[src/rtl/uart_pkg.sv]
// uart_pkg: shared FSM encodings, baud defaults and frame-length helper for the UART transmit and receive paths.
package uart_pkg;
  typedef enum logic [2:0] {IDLE, START, DATA, PARITY, STOP} uart_state_t;
  localparam int BAUD_END_9600_50M = 5207;
  localparam int BAUD_END_SIM = 56;
  function automatic int frame_clocks(input int data_bits, input int baud_end, input bit parity);
    return (data_bits + 2 + int'(parity)) * (baud_end + 1);
  endfunction
endpackage

[src/rtl/uart_baud_gen.sv]
// uart_baud_gen: enable-gated counter 0..BAUD_END emitting a bit_end pulse in the final count of each bit period.
module uart_baud_gen
  import uart_pkg::*;
#(
  parameter int BAUD_CNT_WIDTH = 13,
  parameter int BAUD_END = BAUD_END_9600_50M
) (
  input  logic CLK,
  input  logic RSTn,
  input  logic en,
  output logic bit_end
);
  logic [BAUD_CNT_WIDTH-1:0] baud_cnt;
  assign bit_end = en && baud_cnt == BAUD_CNT_WIDTH'(BAUD_END);
  always_ff @(posedge CLK or negedge RSTn)
    if (!RSTn) baud_cnt <= '0;
    else baud_cnt <= (en && !bit_end) ? baud_cnt + 1'b1 : '0;
endmodule

[src/rtl/uart_tx.sv]
// uart_tx: valid/ready UART transmitter (start, LSB-first data, stop) with a one-word holding register.
// Optional parity bit enabled by defining UART_TX_PARITY_EN.
module uart_tx
  import uart_pkg::*;
#(
  parameter int DATAWIDTH = 8,
  parameter int BAUD_CNT_WIDTH = 13,
  parameter int BIT_CNT_WIDTH = 4,
  parameter int BAUD_END = BAUD_END_9600_50M,
  parameter bit PARITY_ODD = 1'b0
) (
  input  logic                 CLK,
  input  logic                 RSTn,
  input  logic [DATAWIDTH-1:0] tx_data,
  input  logic                 tx_valid,
  output logic                 tx_ready,
  output logic                 tx_busy,
  output logic                 tx_done,
  output logic                 rs232_tx
);
  uart_state_t state, state_nxt;
  logic [DATAWIDTH-1:0] hold, shift, shift_nxt;
  logic [BIT_CNT_WIDTH-1:0] bit_cnt, bit_cnt_nxt;
  logic hold_full, load, bit_end, tx_nxt, last_bit;
  uart_baud_gen #(.BAUD_CNT_WIDTH(BAUD_CNT_WIDTH), .BAUD_END(BAUD_END)) u_baud (
    .CLK(CLK),
    .RSTn(RSTn),
    .en(state != IDLE),
    .bit_end(bit_end)
  );
  assign tx_ready = ~hold_full;
  assign tx_done = state == STOP && bit_end;
  assign last_bit = bit_cnt == BIT_CNT_WIDTH'(DATAWIDTH - 1);
`ifdef UART_TX_PARITY_EN
  logic par;
  always_ff @(posedge CLK or negedge RSTn)
    if (!RSTn) par <= 1'b0;
    else if (load) par <= ^hold ^ PARITY_ODD;
`else
  logic unused_parity_odd;
  assign unused_parity_odd = PARITY_ODD;
`endif
  // The line value is computed one cycle ahead so rs232_tx comes straight from a flop.
  always_comb begin
    state_nxt = state;
    shift_nxt = shift;
    bit_cnt_nxt = bit_cnt;
    tx_nxt = rs232_tx;
    load = 1'b0;
    case (state)
      IDLE: if (hold_full) begin
        load = 1'b1;
        state_nxt = START;
        tx_nxt = 1'b0;
      end
      START: if (bit_end) begin
        state_nxt = DATA;
        tx_nxt = shift[0];
      end
      DATA: if (bit_end) begin
        if (last_bit) begin
`ifdef UART_TX_PARITY_EN
          state_nxt = PARITY;
          tx_nxt = par;
`else
          state_nxt = STOP;
          tx_nxt = 1'b1;
`endif
        end else begin
          bit_cnt_nxt = bit_cnt + 1'b1;
          shift_nxt = shift >> 1;
          tx_nxt = shift[1];
        end
      end
`ifdef UART_TX_PARITY_EN
      PARITY: if (bit_end) begin
        state_nxt = STOP;
        tx_nxt = 1'b1;
      end
`endif
      STOP: if (bit_end) begin
        load = hold_full;
        state_nxt = hold_full ? START : IDLE;
        tx_nxt = ~hold_full;
      end
      default: state_nxt = IDLE;
    endcase
    if (load) begin
      shift_nxt = hold;
      bit_cnt_nxt = '0;
    end
  end
  always_ff @(posedge CLK or negedge RSTn)
    if (!RSTn) begin
      state <= IDLE;
      shift <= '0;
      bit_cnt <= '0;
      rs232_tx <= 1'b1;
      tx_busy <= 1'b0;
      hold <= '0;
      hold_full <= 1'b0;
    end else begin
      state <= state_nxt;
      shift <= shift_nxt;
      bit_cnt <= bit_cnt_nxt;
      rs232_tx <= tx_nxt;
      tx_busy <= state_nxt != IDLE;
      if (load) hold_full <= 1'b0;
      else if (tx_valid && tx_ready) begin
        hold <= tx_data;
        hold_full <= 1'b1;
      end
    end
endmodule

[config.mk]
export PLATFORM = sky130hd
export DESIGN_NAME = uart_tx
export DESIGN_NICKNAME = d
export VERILOG_FILES = /design/src/rtl/uart_pkg.sv /design/src/rtl/uart_baud_gen.sv /design/src/rtl/uart_tx.sv
export SDC_FILE = /design/constraint.sdc
export NUM_CORES = 1
export LEC_CHECK = 0
export ABC_AREA = 0
export CAP_MARGIN = 30
export CORE_MARGIN = 3
export CORE_UTILIZATION = 50
export CTS_BUF_LIST = sky130_fd_sc_hd__clkbuf_16
export DETAILED_ROUTE_END_ITERATION = 8
export HOLD_SLACK_MARGIN = 0.15
export PLACE_DENSITY = 0.78
export SKIP_LAST_GASP = 1
export SLEW_MARGIN = 40
export SYNTH_ARGS = -nofsm -noshare
export SYNTH_HDL_FRONTEND = slang
export SYNTH_SLANG_ARGS = --single-unit
[constraint.sdc]
create_clock -name CLK -period 2.53 [get_ports CLK]
set_clock_uncertainty 0.15 [all_clocks]
set_input_delay 0.3795 -clock CLK [delete_from_list [all_inputs] [get_ports CLK]]
set_output_delay 0.3795 -clock CLK [all_outputs]
set_load 0.01 [all_outputs]
==> results.toml <==
[critical_path]
crit_chain = "or4b_4, or3_4, nor4b_4, buf_2"
path_class = "reg2out"
cp_slowest_cell = "or4b_4"
type_of_element_launching_the_critical_path = "flip-flop"
cp.required_ns = 2.00
critPathMaxFanout = 2
max_stage_delay_ns = 0.54
worstSetupEndpointType = "primary output"
cp.arrival_ns = 1.91

[clocking]
cts_sinks = 39
clockBufferDepth = 2
clock_tree.htree_level_count = 2
cts.reportedPaths.clkPinSlew_ns = 0.06
number_of_buffers_created_by_cts = 5
clockRootBuffer = "clkbuf_16"
worst_skew_pair.late_latency_ns = 0.28
cts_tree = "done"

[logic_synthesis]
post_synth_inst_count = 184
ys.warnings.count = 0
synth-main-ff-cell = "dfrtp_1"
seq_area_frac_synth_pct = 51.6
synthTopCellsByArea = "dfrtp_1 50%, nor2_1 5.3%, mux2_2 4.8%"
synthesis.area_per_instance_sq_um = 10.3
ys_seq_elements = 39
post_synthesis_net_count = 197
synth-async-reset-ratio_pct = 100
netlist-cell-type-count = 41
number_of_flops_mapped_to_enable_cells_by_yosys = 0
post-synth-top-area-fraction_pct = 50.2
synth_area_leader_cell = "dfrtp_1"
syn-cell-area_sq_um = 1900

[global_route]
grt_pass1_vias = 1527
grt_start_max_net_pins = 40
gr-total-overflow = 0
globalRouteTotalUtil_pct = 21.0
grt_antenna_before_repair = 0
wire_length_of_the_first_global_routing_pass_mm = 7.08

[detailed_routing]
drtAntennaViolNets = 0
drtIter0Drc = 178
routed_via_density = 5.84
post-route-drc-count = 0
met3_length_um = 134
first_pass_iters = 4
met2RoutedLength_mm = 2.06
drt_wl_total_mm = 4.10
via_count = 1523
highest-signal-layer = "met4"
met1_length_mm = 1.81
wl_per_cell_um = 15.7

[timing]
final-max-slew-violation-count = 0
rsz0062_at_grt = "false"
period_share_pct = 96.2
fin_hold_ws_ns = 0.362
finalCriticalPeriod_ns = 2.43
slew-limit-headroom_pct = 67.5
final_hold_viol_count = 0
highest_attainable_clock_frequency_mhz = 411
timing.setup.tns_ns = 0
report.final.setup_viol = 0
timing_worst_slew_pin_value_ns = 0.487

[power_and_ir_drop]
power.leakage_uw = 0.000979
totalPowerFinal_uw = 1710
worst_ir_drop_vdd_mv = 0.592
cellPowerDensity_nw_per_um2 = 729

[place]
port_buffers = 14
postPlaceCellArea_sq_um = 2180
post-dp-hpwl_mm = 2.83
place.gp.congestion = 0.794

[finish]
num-nets-final = 227
area_taken_by_multi_input_logic_gates_sq_um = 887
area_growth_syn_to_layout_pct = 23.7
post-route-cell-area_sq_um = 2340
seqCellArea_sq_um = 977
filler_cell_count = 264
diodes = 0
layout-drive-gt1-share_pct = 21.9

[die]
placeableCoreArea_sq_um = 3490
number_of_top_level_pins = 15
fp.dieArea_sq_um = 4570
rows = 21
die_w_um = 67.6
initial_core_util_pct = 54.2
die_h_um = 67.6

[run_status]
outcome = "finished, final reports clean"

[worst_hold_path]
hold_class = "reg2reg"

[run]
timing.max_cap.violations = 0
==> path summary, 6_finish.rpt <==
| check | slack (ns) | startpoint | end | cells past startpoint |
|---|---|---|---|---|
| min in group asynchronous | 0.45 | RSTn | state[1] | 2 |
| max in group asynchronous | 1.43 | RSTn | hold[6] | 2 |
| max | 0.1 | u_baud.baud_cnt[8] | tx_done | 4 |
| max reg2reg | 0.19 | u_baud.baud_cnt[8] | bit_cnt[3] | 5 |
| min reg2reg | 0.36 | hold[0] | hold[0] | 1 |
| min | 0.36 | hold[0] | hold[0] | 1 |
==> cell families after synthesis <==
group | after synthesis | synth area share [%]
flip-flops | 39 | 51.6
buffers and inverters | 13 | 2.71
AND/OR/NAND/NOR | 76 | 20.4
XOR/XNOR | 11 | 5.08
multiplexers | 9 | 5.28
AO/OA/AOI/OAI | 33 | 13.1
adder cells (fa/ha/maj) | 3 | 1.85
==> per-stage QoR <==
stage               setup WS, ns  instances  util (%)
floorplan                 0.0859        184         -
global placement         -0.0551        252      62.4
detailed placement        -0.112        252      62.4
CTS                      0.00501        261      66.6
global route             0.00117        261      67.1
finish                    0.0952        261      67.1
==> synthesized netlist by cell type, drive strengths merged, types with 2 or more instances <==
master,count
a21oi,8
and3,3
buf,2
clkbuf,6
dfrtp,38
ha,2
inv,5
mux2,8
nand2,12
nand2b,2
nand3,7
nand4,4
nor2,27
nor2b,3
nor3,6
o21ai,6
o221a,7
o22ai,2
o31ai,4
or3,2
or4,2
xnor2,8
xor2,3
==> layout by cell type, fill, tap and decap left out, types with 3 or more instances in the layout <==
| cell | count |
|---|---|
| nand4_1 | 4 |
| o221a_2 | 7 |
| o31ai_1 | 4 |
| mux2_2 | 8 |
| nor3_1 | 6 |
| clkbuf_16 | 5 |
| clkdlybuf4s50_1 | 12 |
| inv_1 | 6 |
| nand2_1 | 12 |
| and3_1 | 3 |
| buf_4 | 17 |
| nor2_1 | 27 |
| xor2_1 | 3 |
| o21ai_0 | 6 |
| nor2b_1 | 3 |
| dfrtp_1 | 38 |
| xnor2_1 | 8 |
| a21oi_1 | 8 |
| nand3_1 | 7 |
==> state kept, by name (all words and copies together), names as in the netlist <==
| name | cells |
|---|---|
| u_baud.baud_cnt | 13 |
| hold | 8 |
| shift | 8 |
| bit_cnt | 4 |
| state | 3 |
| hold_full | 1 |
| rs232_tx | 1 |
| tx_busy | 1 |
==> worst max-delay path: cells and delay by family, from the launching register on <==
kind                   cells  cell delay (ns)
buffers and inverters      1             0.16
and+or+nand+nor            3             1.10
DFF                        1             0.37
==> cell type report <==
| cell class | instances | area share (%) |
|---|---|---|
| Clock inverter | 3 | 0.694 |
| Timing Repair Buffer | 31 | 11.2 |
| Multi-Input combinational cell | 132 | 37.8 |
| Tap cell | 46 | 2.45 |
| Inverter | 5 | 0.800 |
| Clock buffer | 5 | 5.34 |
| Sequential cell | 39 | 41.7 |
==> routing by layer <==
layer  track usage [%]  vias up
li1                  -      719
met1              26.7      765
met2              33.0       29
met3              6.16       10
met4              8.86        0
met5                 0        -
==> power breakdown <==
part | total [uW] | switching, uW | internal [uW]
Combinational | 300 | 132 | 168
Clock | 594 | 235 | 359
Sequential | 815 | 80.7 | 734
==> what timing repair did <==
item | in CTS | in global routing
pin swaps | 0 | 1
gates cloned | 0 | 0
resized for setup | 4 | 2
setup buffers | 0 | 0
hold buffers | 1 | 0
endpoints found under the hold margin | 38 | 0
setup endpoints to repair | 1 | 1
Power figures use the tool's default switching activity.
